===== config.mk =====
export PLATFORM = sky130hd
export DESIGN_NAME = image_stream_feeder
export DESIGN_NICKNAME = d
export VERILOG_FILES = /design/src/rtl/image_stream_feeder_pkg.sv /design/src/rtl/image_stream_feeder_scoreboard.sv /design/src/rtl/image_stream_feeder.sv
export SDC_FILE = /design/constraint.sdc
export NUM_CORES = 1
export LEC_CHECK = 0
export BUFFER_PORTS_ARGS = -buffer_cell sky130_fd_sc_hd__buf_2
export CORE_ASPECT_RATIO = 0.5
export CORE_MARGIN = 3
export CORE_UTILIZATION = 54
export DETAILED_ROUTE_END_ITERATION = 12
export GPL_TIMING_DRIVEN = 0
export PLACE_DENSITY = 0.8
export SYNTH_ARGS = -nofsm -noshare
export SYNTH_HDL_FRONTEND = slang
export SYNTH_SLANG_ARGS = --single-unit

===== constraint.sdc =====
create_clock -name clk -period 2.2 [get_ports clk]
set_clock_uncertainty 0.05 [all_clocks]
set_input_delay 0.44 -clock clk [delete_from_list [all_inputs] [get_ports clk]]
set_output_delay 0.44 -clock clk [all_outputs]
set_load 0.01 [all_outputs]

===== src/rtl/image_stream_feeder_pkg.sv =====
// ---------------------------------------------------------------------------
// image_stream_feeder_pkg
// Shared definitions for the image stream feeder:
//   - FSM state encoding
//   - default geometry / label-function constants
//   - small elaboration-time helpers (pixels per image, safe clog2)
// ---------------------------------------------------------------------------
package image_stream_feeder_pkg;

    typedef enum logic [1:0] {
        ST_IDLE     = 2'd0,
        ST_STREAM   = 2'd1,
        ST_WAIT_RES = 2'd2,
        ST_DONE     = 2'd3
    } feeder_state_t;

    localparam int DEF_I_BW           = 8;
    localparam int DEF_IMG_W          = 28;
    localparam int DEF_IMG_H          = 28;
    localparam int DEF_N_IMG          = 100;

    // label(img_idx) = (img_idx / DEF_IMGS_PER_CLASS) % DEF_N_CLASS
    localparam int DEF_N_CLASS        = 10;
    localparam int DEF_IMGS_PER_CLASS = 10;

    function automatic int pix_per_img(input int w, input int h);
        return w * h;
    endfunction

    // Width of a counter that must hold 0..n-1, never below one bit.
    function automatic int clog2_min1(input int n);
        return (n > 1) ? $clog2(n) : 1;
    endfunction

endpackage


===== src/rtl/image_stream_feeder_scoreboard.sv =====
// ---------------------------------------------------------------------------
// image_stream_feeder_scoreboard
// Latches the first classification result of each image, compares it with
// the label of the current image and keeps saturating correct / miss counts.
// The label is tracked incrementally (group counter + class counter) so no
// divider is needed.
//
// Ports:
//   clk, global_rst_n   clock, synchronous active-low reset
//   i_clear             run start: clear counters and label tracking
//   i_in_stream         FSM is streaming pixels
//   i_in_wait           FSM is waiting for a result
//   i_advance           network restart accepted, image finished
//   i_img_step          image index increments this cycle
//   i_result(_valid)    network class output and its strobe
//   o_correct_cnt       images classified correctly
//   o_miss_cnt          images restarted without a result
// ---------------------------------------------------------------------------
module image_stream_feeder_scoreboard
    import image_stream_feeder_pkg::*;
#(
    parameter int N_IMG          = DEF_N_IMG,
    parameter int N_CLASS        = DEF_N_CLASS,
    parameter int IMGS_PER_CLASS = DEF_IMGS_PER_CLASS
) (
    input  logic                         clk,
    input  logic                         global_rst_n,
    input  logic                         i_clear,
    input  logic                         i_in_stream,
    input  logic                         i_in_wait,
    input  logic                         i_advance,
    input  logic                         i_img_step,
    input  logic [$clog2(N_CLASS)-1:0]   i_result,
    input  logic                         i_result_valid,
    output logic [$clog2(N_IMG+1)-1:0]   o_correct_cnt,
    output logic [$clog2(N_IMG+1)-1:0]   o_miss_cnt
);

    localparam int RES_W = $clog2(N_CLASS);
    localparam int CNT_W = $clog2(N_IMG + 1);
    localparam int GRP_W = clog2_min1(IMGS_PER_CLASS);

    localparam logic [CNT_W-1:0] CNT_MAX   = CNT_W'(N_IMG);
    localparam logic [GRP_W-1:0] GRP_LAST  = GRP_W'(IMGS_PER_CLASS - 1);
    localparam logic [RES_W-1:0] CLS_LAST  = RES_W'(N_CLASS - 1);

    logic             got_res;
    logic [GRP_W-1:0] grp_cnt;
    logic [RES_W-1:0] label;
    logic             take;
    logic             hit;
    logic             miss;

    // A result arriving together with the restart is scored, not missed.
    always_comb begin
        take = i_in_wait && i_result_valid && !got_res;
        hit  = take && (i_result == label);
        miss = i_advance &&
               (i_in_stream || (i_in_wait && !got_res && !i_result_valid));
    end

    always_ff @(posedge clk) begin
        if (!global_rst_n) begin
            got_res       <= 1'b0;
            grp_cnt       <= '0;
            label         <= '0;
            o_correct_cnt <= '0;
            o_miss_cnt    <= '0;
        end else if (i_clear) begin
            got_res       <= 1'b0;
            grp_cnt       <= '0;
            label         <= '0;
            o_correct_cnt <= '0;
            o_miss_cnt    <= '0;
        end else begin
            if (i_advance) begin
                got_res <= 1'b0;
            end else if (take) begin
                got_res <= 1'b1;
            end
            if (hit && (o_correct_cnt != CNT_MAX)) begin
                o_correct_cnt <= o_correct_cnt + CNT_W'(1);
            end
            if (miss && (o_miss_cnt != CNT_MAX)) begin
                o_miss_cnt <= o_miss_cnt + CNT_W'(1);
            end
            if (i_img_step) begin
                if (grp_cnt == GRP_LAST) begin
                    grp_cnt <= '0;
                    label   <= (label == CLS_LAST) ? '0 : label + RES_W'(1);
                end else begin
                    grp_cnt <= grp_cnt + GRP_W'(1);
                end
            end
        end
    end

endmodule


===== src/rtl/image_stream_feeder.sv =====
// ---------------------------------------------------------------------------
// image_stream_feeder
// Replays a bank of stored images into the lenet5 core, one pixel per
// network clock-enable, handles the per-image ce / restart handshake and
// (optionally) scores each classification against the image label.
//
// Optional feature macro: FEEDER_SCORE_EN
//   defined   -> scoreboard instantiated, o_correct_cnt / o_miss_cnt live
//   undefined -> scoring removed, both counters tied to zero
//
// Ports:
//   clk, global_rst_n   clock, synchronous active-low reset
//   i_start             begin a run (accepted in IDLE or DONE only)
//   o_mem_addr/o_mem_rd pixel read request; i_mem_data valid next cycle
//   i_mem_data          image memory read data
//   i_net_ce            network accepts a pixel this cycle
//   i_net_rst           network finished the image, ready for the next
//   i_result(_valid)    network class output and its strobe
//   o_fmap(_valid)      pixel to the network
//   o_img_idx           current image index
//   o_correct_cnt       correct classifications (saturating)
//   o_miss_cnt          images restarted without a result (saturating)
//   o_done              all images processed
//
// state       | meaning
// ------------+--------------------------------------------------------
// ST_IDLE     | after reset, waiting for i_start
// ST_STREAM   | issuing pixel reads on i_net_ce, raster order
// ST_WAIT_RES | all pixels issued, waiting for result / i_net_rst
// ST_DONE     | last image finished, counters held until i_start
// ---------------------------------------------------------------------------
module image_stream_feeder
    import image_stream_feeder_pkg::*;
#(
    parameter int I_BW           = DEF_I_BW,
    parameter int IMG_W          = DEF_IMG_W,
    parameter int IMG_H          = DEF_IMG_H,
    parameter int N_IMG          = DEF_N_IMG,
    parameter int N_CLASS        = DEF_N_CLASS,
    parameter int IMGS_PER_CLASS = DEF_IMGS_PER_CLASS,
    parameter int ADDR_W         = $clog2(N_IMG * pix_per_img(IMG_W, IMG_H))
) (
    input  logic                         clk,
    input  logic                         global_rst_n,
    input  logic                         i_start,
    output logic [ADDR_W-1:0]            o_mem_addr,
    output logic                         o_mem_rd,
    input  logic [I_BW-1:0]              i_mem_data,
    input  logic                         i_net_ce,
    input  logic                         i_net_rst,
    input  logic [$clog2(N_CLASS)-1:0]   i_result,
    input  logic                         i_result_valid,
    output logic [I_BW-1:0]              o_fmap,
    output logic                         o_fmap_valid,
    output logic [$clog2(N_IMG)-1:0]     o_img_idx,
    output logic [$clog2(N_IMG+1)-1:0]   o_correct_cnt,
    output logic [$clog2(N_IMG+1)-1:0]   o_miss_cnt,
    output logic                         o_done
);

    localparam int PIX_PER_IMG = pix_per_img(IMG_W, IMG_H);
    localparam int PIX_W       = $clog2(PIX_PER_IMG + 1);
    localparam int IDX_W       = $clog2(N_IMG);

    localparam logic [PIX_W-1:0]  PIX_N    = PIX_W'(PIX_PER_IMG);
    localparam logic [PIX_W-1:0]  PIX_LAST = PIX_W'(PIX_PER_IMG - 1);
    localparam logic [IDX_W-1:0]  IMG_LAST = IDX_W'(N_IMG - 1);
    localparam logic [ADDR_W-1:0] IMG_STEP = ADDR_W'(PIX_PER_IMG);

    feeder_state_t     state;
    feeder_state_t     state_nxt;

    logic [PIX_W-1:0]  pix_idx;
    logic [ADDR_W-1:0] base_addr;
    logic              rd_d;

    logic              start_ok;
    logic              in_stream;
    logic              in_wait;
    logic              advance;
    logic              issue;
    logic              last_pix;
    logic              final_img;
    logic              img_step;

    // ---------------- state register ----------------
    always_ff @(posedge clk) begin
        if (!global_rst_n) begin
            state <= ST_IDLE;
        end else begin
            state <= state_nxt;
        end
    end

    // ---------------- next state ----------------
    always_comb begin
        state_nxt = state;
        case (state)
            ST_IDLE, ST_DONE: begin
                if (i_start) state_nxt = ST_STREAM;
            end
            ST_STREAM: begin
                if (advance)       state_nxt = final_img ? ST_DONE : ST_STREAM;
                else if (last_pix) state_nxt = ST_WAIT_RES;
            end
            ST_WAIT_RES: begin
                if (advance) state_nxt = final_img ? ST_DONE : ST_STREAM;
            end
            default: state_nxt = ST_IDLE;
        endcase
    end

    // ---------------- FSM outputs ----------------
    // A restart in the same cycle as a ce wins: no read is issued for the
    // aborted image and the next image starts cleanly at pixel 0.
    always_comb begin
        in_stream = (state == ST_STREAM);
        in_wait   = (state == ST_WAIT_RES);
        start_ok  = i_start && ((state == ST_IDLE) || (state == ST_DONE));
        advance   = i_net_rst && (in_stream || in_wait);
        final_img = (o_img_idx == IMG_LAST);
        img_step  = advance && !final_img;
        issue     = in_stream && i_net_ce && !i_net_rst && (pix_idx < PIX_N);
        last_pix  = issue && (pix_idx == PIX_LAST);
        o_done    = (state == ST_DONE);
    end

    // ---------------- pixel datapath ----------------
    // Memory answers one cycle after o_mem_rd; rd_d marks the cycle in
    // which i_mem_data is valid, so o_fmap_valid trails the ce by two
    // cycles. The pipeline runs independently of the FSM so a read issued
    // just before a restart still reaches the network.
    always_ff @(posedge clk) begin
        if (!global_rst_n) begin
            o_mem_addr   <= '0;
            o_mem_rd     <= 1'b0;
            rd_d         <= 1'b0;
            o_fmap       <= '0;
            o_fmap_valid <= 1'b0;
            o_img_idx    <= '0;
            pix_idx      <= '0;
            base_addr    <= '0;
        end else begin
            o_mem_rd     <= issue;
            rd_d         <= o_mem_rd;
            o_fmap_valid <= rd_d;
            if (rd_d) begin
                o_fmap <= i_mem_data;
            end

            if (start_ok) begin
                o_img_idx  <= '0;
                pix_idx    <= '0;
                base_addr  <= '0;
                o_mem_addr <= '0;
            end else if (advance) begin
                pix_idx <= '0;
                if (img_step) begin
                    o_img_idx <= o_img_idx + IDX_W'(1);
                    base_addr <= base_addr + IMG_STEP;
                end
            end else if (issue) begin
                o_mem_addr <= base_addr + ADDR_W'(pix_idx);
                pix_idx    <= pix_idx + PIX_W'(1);
            end
        end
    end

    // ---------------- scoring ----------------
`ifdef FEEDER_SCORE_EN
    image_stream_feeder_scoreboard #(
        .N_IMG          (N_IMG),
        .N_CLASS        (N_CLASS),
        .IMGS_PER_CLASS (IMGS_PER_CLASS)
    ) u_scoreboard (
        .clk            (clk),
        .global_rst_n   (global_rst_n),
        .i_clear        (start_ok),
        .i_in_stream    (in_stream),
        .i_in_wait      (in_wait),
        .i_advance      (advance),
        .i_img_step     (img_step),
        .i_result       (i_result),
        .i_result_valid (i_result_valid),
        .o_correct_cnt  (o_correct_cnt),
        .o_miss_cnt     (o_miss_cnt)
    );
`else
    logic unused_score;
    assign unused_score  = ^{i_result, i_result_valid};
    assign o_correct_cnt = '0;
    assign o_miss_cnt    = '0;
`endif

endmodule


==> flow_summary.toml <==
[run_status]
run_status = "finished clean"

[layout]
drive_gt1_frac = 0.2310
layout-area-overhead-vs-synth_pct = 20.70
layout_commonest_cell = "dfxtp_1"
nNetsFinal = 446
diodes = 0
fill_cells = 413
final_cells = 490
final_cell_mix = "dfxtp_1 (57), buf_2 (49), nand2_1 (39), nor2_1 (37), a21oi_1 (22)"
final_area_um2 = 3538
postLayoutCoreUtil = 0.6952

[yosys]
synth.mux.area_fraction = 0.02732
synth.distinct_cells = 43
syn_inst = 343
yosys.area_share.simple = 0.2258
synth_compound_area_frac = 0.1191
synth_edf_count = 0
async_reset_ff_frac = 0
ys.flop_type = "dfxtp_1"
syn_area_per_cell_um2 = 8.547
yosys_warnings = 0
synth_seq_cells = 60
synth_area_um2 = 2932
synth_top_family_by_area = "simple AND/OR/NAND/NOR gates"
yosysTopAreaCellShare = 0.4097
synth_top_cell_by_area = "dfxtp_1"
synth_xor_area_frac = 0.09262
synthAdderAreaFrac = 0.05805
synthTopCellsByArea = "dfxtp_1 (41%), ha_1 (5.1%), nand2_1 (5.0%), xnor2_1 (4.8%), nor2_1 (4.7%)"
seq_area_frac_synth = 0.4097

[global_route]
grt.total_usage = 0.2210
antenna_found_initial = 0
grt_pass1_vias = 2457
grt_max_degree = 11
grt_first_pass_wirelength_um = 10940
grt_overflow = 0

[worst_setup_path]
worstReg2RegStart = "base_addr[4]$_SDFFE_PP0P_"
cp-end-kind = "register"
reg2regPathDepth = 8
required_ns = 2.43
reg2reg_slack_ns = 0.11
crit_arrival_ns = 2.32
crit_end = "o_mem_addr[10]$_SDFFE_PP0P_"
crit_path_start = "base_addr[4]$_SDFFE_PP0P_"
crit_fanout = 5
rr_endpoint = "o_mem_addr[10]$_SDFFE_PP0P_"
setup.worst_path.start_class = "register"
path_class = "reg -> reg"

[floorplan]
die_w_um = 110.2
core_area_um2 = 5090
rows = 18
ios = 67
die_h_um = 58.10
start_util = 0.5760
die_area_um2 = 6403

[power_and_ir_drop]
p_total_w = 0.002618
leakage_nw = 1.445
ir_drop_uv = 349.6
powerDensity_nw_per_um2 = 740.0

[clocking]
clk_path_buf_depth = 2
cts_tree = "yes"
clk_latency_ns = 0.34
cts_buffers = 9
clk_pin_slew_ns = 0.06
clkSinkCount = 60
cts_hold_buffers = 0
root_buffer = "clkbuf_8"
htree_levels = 3

[placed_design]
portBuffers = 47
place_hpwl_um = 4923
gp_congestion = 0.8869
placed_cells = 473
place_area_um2 = 3303

[timing]
worst_slew_margin_rel = 0.4756
slew_violations = 0
period_needed_ns = 2.092
final.period_utilization = 0.9507
worst_slew_pin_slew_ns = 0.7814
hold_violations = 0
setup_viol = 0
fmax_mhz = 478.1

[detailed_routing]
num_vias = 2590
vias_per_cell = 5.286
drc = 0
routedWlPerCell_um = 13.79
wl_um = 6755
ant_nets = 0
dr.pass1.iters = 4
drt_iter0_drc = 134

[worst_hold_path]
hp-class = "in -> reg"

[flow_run]
drv_cap = 0
[where the power goes]
| part | internal [W] | switching, W |
|---|---|---|
| logic | 0.000192 | 0.000321 |
| registers | 0.00113 | 0.0000429 |
| clock network | 0.000517 | 0.000417 |
[critical path, cell delays in order, from the launching register on]
cell	delay (ns)
dfxtp_4	0.39
ha_2	0.20
inv_1	0.06
fa_2	0.34
nor2b_2	0.16
o31a_1	0.23
o21ai_1	0.11
or4_1	0.41
nand3_1	0.08
[layer usage]
metal | up-vias | track usage | wire (um) | part of all wire
li1 | 1288 | - | - | -
met1 | 1191 | 0.2685 | 2912 | 0.43
met2 | 97 | 0.3802 | 3213 | 0.48
met3 | 14 | 0.06340 | 534 | 0.079
met4 | 0 | 0.07368 | 95 | 0.014
met5 | - | 0 | 0 | 0
[through the flow]
step	hold WS [ns]	TNS (ns)	worst slack (ns)
finish	0.3170	0	0.1084
global route	0.3273	-0.0005718	-0.0005718
CTS	0.3210	0	0.01768
detailed placement	0.3931	-0.2524	-0.09241
global placement	0.3849	-0.03253	-0.03253
floorplan	0.4121	0	0.1480
[Yosys cell counts (2+ instances only)]
master and count:
buf_4 14, xor2_1 15, nor2_1 37, nand3_1 10
or3_1 2, and3_1 2, o211ai_1 4, nand4_1 8
dfxtp_1 60, xnor2_1 16, mux2i_1 8, a21oi_1 22
buf_1 2, nor3_1 7, ha_1 12, and2_1 5
o21ai_0 16, inv_1 8, nor4_1 2, o21a_1 3
and3b_1 2, nor2b_1 11, o21ai_1 3, a211oi_1 3
buf_2 2, clkbuf_1 11, nor3b_1 2, or2_2 2
nand2_1 39, a31oi_1 2
[cell type report]
class                   count  area, um2  share of cell area
multi-input cells         259       1617              0.4569
flip-flops and latches     60       1210              0.3419
repair buffers             48      242.7             0.06860
plain buffers              29      167.7             0.04738
clock buffers              11      131.4             0.03713
well taps                  70      87.58             0.02475
clock inverters             5      52.55             0.01485
inverters                   8      30.03            0.008487
[registers in the layout, summed over array words and instances (netlist names)]
register	cells
o_mem_rd	1
rd_d	1
base_addr	13
o_fmap_valid	1
state	2
pix_idx	10
o_fmap	8
o_img_idx	7
o_mem_addr	17
[cells by family (layout without fill, tap and decap cells)]
family | Yosys count | in the layout
AND/OR/NAND/NOR | 134 | 134
flip-flops | 60 | 60
AO/OA/AOI/OAI | 59 | 59
buffers and inverters | 37 | 101
XOR/XNOR | 31 | 31
adder cells (fa/ha/maj) | 13 | 13
multiplexers | 8 | 8
other | 1 | 14
[how the worst min path moves through the flow]
| stage | cells past startpoint | start | endpoint | slack (ns) |
|---|---|---|---|---|
| final | 3 | i_mem_data[5] | o_fmap[5]$_SDFFE_PN0P_ | 0.32 |
| after detailed placement | 2 | o_mem_addr[7]$_SDFFE_PP0P_ | o_mem_addr[7]$_SDFFE_PP0P_ | 0.39 |
| after global routing | 3 | i_mem_data[5] | o_fmap[5]$_SDFFE_PN0P_ | 0.33 |
| after floorplan | 2 | pix_idx[1]$_SDFFE_PP0P_ | o_mem_addr[1]$_SDFFE_PP0P_ | 0.41 |
| after CTS | 3 | i_mem_data[5] | o_fmap[5]$_SDFFE_PN0P_ | 0.32 |
| after global placement | 2 | o_mem_addr[9]$_SDFFE_PP0P_ | o_mem_addr[9]$_SDFFE_PP0P_ | 0.38 |
[timing repair]
action / in CTS / in global routing
pin swaps: 0 / 1
resized for setup: 4 / 17
setup endpoints to repair: 7 / 26
setup buffers: 0 / 1
cloned: 0 / 0
Power figures use the tool's default switching activity.
